[config.mk]
export PLATFORM = sky130hd
export DESIGN_NAME = image_ram_writer
export DESIGN_NICKNAME = d
export VERILOG_FILES = /design/src/rtl/image_ram_writer.sv
export SDC_FILE = /design/constraint.sdc
export NUM_CORES = 1
export LEC_CHECK = 0
export ABC_CLOCK_PERIOD_IN_PS = 2400
export CAP_MARGIN = 30
export CORE_ASPECT_RATIO = 0.75
export CORE_UTILIZATION = 48
export DETAILED_ROUTE_END_ITERATION = 10
export PLACE_DENSITY = 0.87
export SYNTH_ARGS = -nofsm -noshare
export SYNTH_HDL_FRONTEND = slang
export SYNTH_SLANG_ARGS = --single-unit
[constraint.sdc]
create_clock -name clk -period 2.4 [get_ports clk]
set_input_delay 0.24 -clock clk [delete_from_list [all_inputs] [get_ports clk]]
set_output_delay 0.24 -clock clk [all_outputs]
set_load 0.1 [all_outputs]
[src/rtl/image_ram_writer.sv]
// Custom-instruction front end that paints a 64x64 1-bit frame RAM.
// Commands: single pixel, 32-pixel word, full-frame fill, write-count status.
module image_ram_writer (
    input  logic        clk,
    input  logic        reset,
    input  logic        clk_en,
    input  logic        start,
    input  logic [31:0] dataa,
    input  logic [31:0] datab,
    output logic [31:0] result,
    output logic        done,
    output logic [11:0] wraddress,
    output logic        wrdata,
    output logic        wren
);

    typedef enum logic [1:0] {
        S_IDLE  = 2'd0,
        S_WRITE = 2'd1,
        S_DONE  = 2'd2
    } state_t;

    localparam logic [1:0] OP_PIXEL  = 2'd0;
    localparam logic [1:0] OP_WORD   = 2'd1;
    localparam logic [1:0] OP_FILL   = 2'd2;
    localparam logic [1:0] OP_STATUS = 2'd3;

    state_t      r_state;
    state_t      w_next;
    logic [1:0]  r_op;
    logic [11:0] r_base;
    logic [31:0] r_data;
    logic [11:0] r_idx;
    logic [31:0] r_result;
    logic [31:0] r_total;

    logic [1:0]  w_op_in;
    logic        w_accept;
    logic        w_last;
    logic        w_bit;
    logic        w_unused;

    function automatic logic [31:0] cmd_len(input logic [1:0] op);
        logic [31:0] len;
        len = 32'd0;
        unique case (op)
            OP_PIXEL:  len = 32'd1;
            OP_WORD:   len = 32'd32;
            OP_FILL:   len = 32'd4096;
            OP_STATUS: len = 32'd0;
            default:   len = 32'd0;
        endcase
        return len;
    endfunction

    assign w_op_in  = dataa[31:30];
    assign w_unused = &{1'b0, dataa[29:12]};

    always_comb begin
        w_last = 1'b1;
        unique case (r_op)
            OP_PIXEL: w_last = (r_idx == 12'd0);
            OP_WORD:  w_last = (r_idx == 12'd31);
            OP_FILL:  w_last = (r_idx == 12'd4095);
            default:  w_last = 1'b1;
        endcase
    end

    // Fill replicates bit 0; other writes walk datab LSB first.
    assign w_bit = (r_op == OP_FILL) ? r_data[0] : r_data[r_idx[4:0]];

    always_comb begin
        w_next    = r_state;
        w_accept  = 1'b0;
        wren      = 1'b0;
        done      = 1'b0;
        wraddress = 12'd0;
        wrdata    = 1'b0;
        case (r_state)
            S_IDLE: begin
                if (clk_en && start) begin
                    w_accept = 1'b1;
                    w_next   = (w_op_in == OP_STATUS) ? S_DONE : S_WRITE;
                end
            end
            S_WRITE: begin
                wren      = clk_en;
                wraddress = r_base + r_idx;
                wrdata    = w_bit;
                if (clk_en && w_last) begin
                    w_next = S_DONE;
                end
            end
            S_DONE: begin
                done = 1'b1;
                if (clk_en) begin
                    w_next = S_IDLE;
                end
            end
            default: w_next = S_IDLE;
        endcase
    end

    always_ff @(posedge clk or negedge reset) begin
        if (!reset) begin
            r_state <= S_IDLE;
        end else begin
            r_state <= w_next;
        end
    end

    always_ff @(posedge clk or negedge reset) begin
        if (!reset) begin
            r_op     <= OP_PIXEL;
            r_base   <= 12'd0;
            r_data   <= 32'd0;
            r_idx    <= 12'd0;
            r_result <= 32'd0;
        end else if (clk_en) begin
            if (w_accept) begin
                r_op     <= w_op_in;
                r_base   <= (w_op_in == OP_FILL) ? 12'd0 : dataa[11:0];
                r_data   <= datab;
                r_idx    <= 12'd0;
                r_result <= (w_op_in == OP_STATUS) ? r_total
                                                   : cmd_len(w_op_in);
            end else if (r_state == S_WRITE) begin
                r_idx <= r_idx + 12'd1;
            end
        end
    end

    // Lifetime pixel-write count, pinned at all-ones.
    always_ff @(posedge clk or negedge reset) begin
        if (!reset) begin
            r_total <= 32'd0;
        end else if (wren && (r_total != 32'hFFFF_FFFF)) begin
            r_total <= r_total + 32'd1;
        end
    end

    assign result = r_result;

endmodule

==> results.json, run 1 <==
{
  "status": "complete, but fails checks",
  "violations": "negative setup slack",
  "ys_types": 63,
  "synth_top_family_by_area": "simple AND/OR/NAND/NOR gates",
  "synth_area_leaders": "dfrtp_1 48%, nand2_1 12%, ha_1 3.9%",
  "leakagePower_nw": 4.15,
  "syn_avg_cell_area_sq_um": 9.34,
  "skew_ps": 10.8,
  "nets": 909,
  "synth-seq-cells": 124,
  "cts_buffers": 17,
  "clock_path_buffers": 2,
  "muxShareOfSynthArea": 0.0430,
  "antenna_found_initial": 0,
  "antenna_cells": 0,
  "std_cell_rows": 36,
  "totalWireLength_um": 16900,
  "drcViolationCount": 0,
  "cpPeakStageDelay_ps": 400,
  "hp-class": "in -> reg",
  "vias_per_cell": 5.50,
  "arrival_ps": 2760,
  "worst-path-max-fanout": 2,
  "power_mw": 9.66,
  "cp-end-kind": "output port",
  "yosysTopAreaCell": "dfrtp_1",
  "synth_top_area_frac": 0.480,
  "placedCellCount": 956,
  "dp_hpwl_um": 11100,
  "rrSetupSlack_ps": 160,
  "grt_pass1_vias": 5398,
  "cp_slowest_cell": "dfrtp_1",
  "start_kind": "flip-flop",
  "grt_max_degree": 62,
  "syn_nets": 781,
  "cts_root_buffer": "clkbuf_16",
  "maxCapViolCount": 0,
  "ys_seq_area_frac": 0.480,
  "path_cells": "ha_2 -> inv_2 -> fa_2 -> nor2b_2 -> o31a_1 -> o311a_4 -> o41ai_4 -> mux2i_4 -> buf_12",
  "synth_edf_count": 0,
  "ir_worst_vdd_v": 0.000793,
  "yosys.area_share.simple": 0.282,
  "gp_congestion": 0.892,
  "fmax_mhz": 333,
  "synthAdderAreaFrac": 0.0418,
  "drive_gt1_frac": 0.238,
  "finalCritPeriodShare": 1.25,
  "powerDensity_mw_per_mm2": 1090,
  "syn_to_final_growth_pct": 37.2,
  "fill_cells": 975,
  "synth_flop_cell": "dfrtp_1",
  "rsz0062_at_grt": "yes",
  "tightest_slew_ps": 713,
  "overflow": 0,
  "drt_iter0_markers": 414,
  "die_area_sq_mm": 0.0139,
  "clock-sinks": 124,
  "synth_compound_gate_area_share": 0.0577,
  "most-common-layout-cells": "206 x nand2_1, 123 x dfrtp_1, 74 x buf_4",
  "period_needed_ps": 3000,
  "grt_pass1_wl_um": 26900,
  "stdcell_count": 1004,
  "vias": 5525,
  "drtPass1Iterations": 5,
  "cts_tree": "yes",
  "clk_pin_slew_ps": 60,
  "start_util": 0.495,
  "cp.required_ps": 2160,
  "synthCells": 692,
  "finish.utilization": 0.679,
  "final_common_cell": "nand2_1",
  "slew_violations": 0,
  "yosys_warnings": 0,
  "antenna_left": 0,
  "dieWidth_um": 136,
  "hold_viol": 0,
  "path_class": "reg -> out",
  "track_usage": 0.252,
  "setup_viol": 10,
  "io_buffers": 96,
  "io_pins": 115,
  "wire_per_inst_um": 16.8,
  "synth_area_sq_mm": 0.00647,
  "htree_num_levels": 4,
  "fin_ws_ps": -600,
  "yosys.area_share.xor_xnor": 0.0553,
  "die_h_um": 103,
  "clkLatencyLatePin_ps": 420,
  "slew_headroom": 0.525,
  "synth_async_sr_flop_share": 1.00,
  "dp_slack_ps": -134,
  "core_area_sq_mm": 0.0131
}
==> routing by layer <==
layer  GRT usage  wire, um
met4      0.0872       264
met2       0.383      7630
met3      0.0546      1240
met5           0         0
met1       0.360      7740
==> per-stage QoR <==
stage	instance area [sq um]	setup TNS, ps	hold WS [ps]
after global placement	7950	-207	334
after detailed placement	7950	-427	342
after floorplan	6640	-1290	-55.6
after global routing	8870	-4290	358
final	8870	-3520	352
after CTS	8760	-3080	348
==> critical path: cells and delay by family, from the launching register on <==
family,cells,cell delay [ps]
AND/OR/NAND/NOR,1,50
buffers and inverters,2,250
multiplexers,1,320
AO/OA/AOI/OAI,3,910
flip-flops,1,400
adder cells (fa/ha/maj),2,400
==> report_power, final <==
| part | switching (mW) | internal, mW |
|---|---|---|
| logic | 2.66 | 1.58 |
| clock network | 0.917 | 1.47 |
| registers | 0.412 | 2.62 |
==> Yosys cell counts (all sizes together) (3+ instances only) <==
cell type / count
nand2: 206
dfrtp: 124
nand3: 47
nor2: 32
xnor2: 27
buf: 20
ha: 20
nand4: 19
clkbuf: 17
o21ai: 16
inv: 15
xor2: 13
a21oi: 12
mux2i: 12
nand3b: 12
nor3: 10
nor4: 9
a211oi: 7
and3: 7
nand2b: 7
mux4: 5
nor2b: 5
or3: 5
and2: 4
mux2: 4
and4: 3
o21a: 3
o21bai: 3
or2: 3
==> logic make-up (layout without fill, tap and decap cells) <==
group	count (synthesis)	after routing
AOI/OAI and AO/OA	57	57
xor gates and xnor gates	40	40
adders and majority gates	21	21
buffers and inverters	52	193
DFF	124	124
muxes	21	21
and+or+nand+nor	377	377
==> state kept, by name, indices dropped and copies added, names as in the netlist <==
register	cells
result	32
r_op	2
r_state	2
r_total	32
r_data	32
r_base	12
r_idx	12
==> final timing paths <==
kind	startpoint	end	depth (start not counted)
min in group asynchronous	reset	r_total[14]	2
hold / removal	datab[15]	r_data[15]	3
setup reg to reg	r_idx[0]	r_idx[10]	9
setup / recovery	r_idx[0]	wraddress[10]	9
hold reg to reg	result[1]	result[1]	2
max in group asynchronous	reset	r_data[5]	3
==> cell type report <==
class	count	area, sq um	share of cell area
multi-input combinational	516	3480	0.392
sequential	124	3100	0.350
timing repair buffer	146	1460	0.164
clock buffer	21	460	0.0519
tap	171	214	0.0241
clock inverter	11	95.1	0.0107
inverter	15	58.8	0.00663
==> what timing repair did <==
action,in CTS,in global routing
buffers inserted,10,10
pin swaps,16,11
setup endpoints to repair,9,10
hold buffers,1,0
hold endpoints to repair,52,0
resized for setup,30,14
(Power assumes the default switching activity.)
==> inputs of run 2 (changes only) <==
Settings changed: CTS_CLUSTER_DIAMETER from default to 120, PLACE_DENSITY 0.87 to 0.85.
==> run 2 against run 1 <==
  * The flow still finishes with violations (negative setup slack)
  * Critical path type unchanged
  * Highest routed layer unchanged
  * Fmax is 0.47% higher
  * Worst setup slack better by 14 ps
  * First-iteration DRC count is 16% lower
  * Critical path depth stayed put
  * Via count is 0.90% lower
  * Register-to-register slack hardly changed
  * Clock power is 5% higher
  * Sequential cell count stayed put
  * Sequential share of layout area hardly changed
  * Non-clock buffer count stayed put
  * Design area hardly changed
  * Routed wire length is 4.8% lower
==> results.json, run 2 (same netlist as run 1, synthesis figures left out) <==
{
  "cts_tree": "yes",
  "finish.utilization": 0.679,
  "most-common-layout-cells": "206 x nand2_1, 124 x dfrtp_1, 71 x buf_4",
  "clock-sinks": 124,
  "whs_ps": 200,
  "cts_buffers": 17,
  "clkPwrFrac": 0.258,
  "totalWireLength_um": 16100,
  "switching_share": 0.405,
  "r2r_cells": 10,
  "fin_ws_ps": -586,
  "drtPass1Iterations": 6,
  "rrSetupSlack_ps": 170,
  "power_mw": 9.71,
  "wire_per_inst_um": 16.0,
  "cts_root_buffer": "clkbuf_16",
  "dieWidth_um": 136,
  "io_pins": 115,
  "worst-path-max-fanout": 3,
  "final_common_cell": "nand2_1",
  "final_area_sq_mm": 0.00887,
  "fmax_mhz": 335,
  "htree_num_levels": 4,
  "grt_max_degree": 70,
  "syn_to_final_growth_pct": 37.1,
  "slew_violations": 0,
  "clkLatencyLatePin_ps": 410,
  "grt_pass1_wl_um": 26300,
  "cp-end-kind": "output port",
  "powerDensity_mw_per_mm2": 1090,
  "antenna_found_initial": 0,
  "status": "complete, but fails checks",
  "p_int_mw": 5.78,
  "hold_viol": 0,
  "die_h_um": 103,
  "std_cell_rows": 36,
  "r2r-end": "r_idx[10]",
  "vias_per_cell": 5.45,
  "pwr-share-seq": 0.311,
  "fill_cells": 966,
  "clock_path_buffers": 2,
  "drcViolationCount": 0,
  "arrival_ps": 2750,
  "placed_area_sq_mm": 0.00795,
  "skew_ps": 8.85,
  "violations": "negative setup slack",
  "dp_hpwl_um": 10800,
  "antenna_left": 0,
  "start_util": 0.495,
  "pwr-share-comb": 0.431,
  "period_needed_ps": 2990,
  "p_switching_mw": 3.93,
  "nets": 909,
  "hp-class": "in -> async",
  "grt_pass1_vias": 5260,
  "antenna_cells": 0,
  "core_area_sq_mm": 0.0131,
  "cp.required_ps": 2160,
  "r2r_start": "r_idx[0]",
  "gp_congestion": 0.859,
  "start_kind": "flip-flop",
  "ir_worst_vdd_v": 0.000702,
  "finalCritPeriodShare": 1.24,
  "die_area_sq_mm": 0.0139,
  "path_class": "reg -> out",
  "vias": 5475,
  "setup_viol": 9,
  "io_buffers": 96,
  "overflow": 0,
  "rsz0062_at_grt": "yes",
  "leakagePower_nw": 4.16,
  "tightest_slew_ps": 478,
  "slew_headroom": 0.680,
  "track_usage": 0.248,
  "drive_gt1_frac": 0.230,
  "maxCapViolCount": 0,
  "clk_pin_slew_ps": 60,
  "drt_iter0_markers": 348
}
-- run 2: through the flow --
stage               instances  worst slack [ps]  setup TNS [ps]
floorplan                 692              -381           -1290
global placement          956             -86.4            -161
detailed placement        956              -115            -387
CTS                      1002              -589           -2850
global route             1004              -697           -3490
finish                   1004              -586           -2710
-- run 2: final cells by class --
type,instances,area [sq um],share of cell area
Multi-Input combinational cell,516,3440,0.388
Timing Repair Buffer,146,1470,0.166
Tap cell,171,214,0.0241
Sequential cell,124,3100,0.350
Inverter,15,58.8,0.00663
Clock inverter,11,119,0.0134
Clock buffer,21,460,0.0519
-- run 2: worst max-delay path, stage by stage, from the launching register on --
cell	delay, ps
dfrtp_1	400
ha_2	210
inv_2	50
fa_2	200
nor2b_2	50
o31a_1	280
o311a_4	340
o41ai_4	280
mux2i_4	320
buf_12	200
-- run 2: how the worst max path moves through the flow --
stage	endpoint	from	slack [ps]
global placement	wraddress[10]	r_base[0]	-90
global route	wraddress[10]	r_base[0]	-700
floorplan	wraddress[10]	r_idx[1]	-380
finish	wraddress[10]	r_base[0]	-590
detailed placement	wraddress[8]	r_base[0]	-120
CTS	wraddress[10]	r_base[0]	-590
-- run 2: power groups by stage --
stage / clock [mW] / combinational [mW] / sequential (mW)
detailed placement: 0 / 3.82 / 3.00
floorplan: 0 / 2.27 / 3.41
finish: 2.51 / 4.18 / 3.02
global placement: 0 / 3.72 / 2.99
CTS: 2.53 / 4.11 / 2.99
global route: 2.63 / 4.48 / 3.08
-- run 2: routing by layer --
layer  up-vias  global-route usage  wire [um]
met2       170               0.378       7310
met4         0              0.0983        264
li1       2600                   -          -
met3        30              0.0644       1030
met1      2675               0.340       7450
met5         -                   0          0
-- run 2: what timing repair did --
action | CTS | global route
hold buffers | 1 | 0
pin swaps | 15 | 13
setup buffers | 15 | 7
endpoints found under the setup margin | 9 | 9
resized for setup | 32 | 8
hold endpoints to repair | 124 | 0
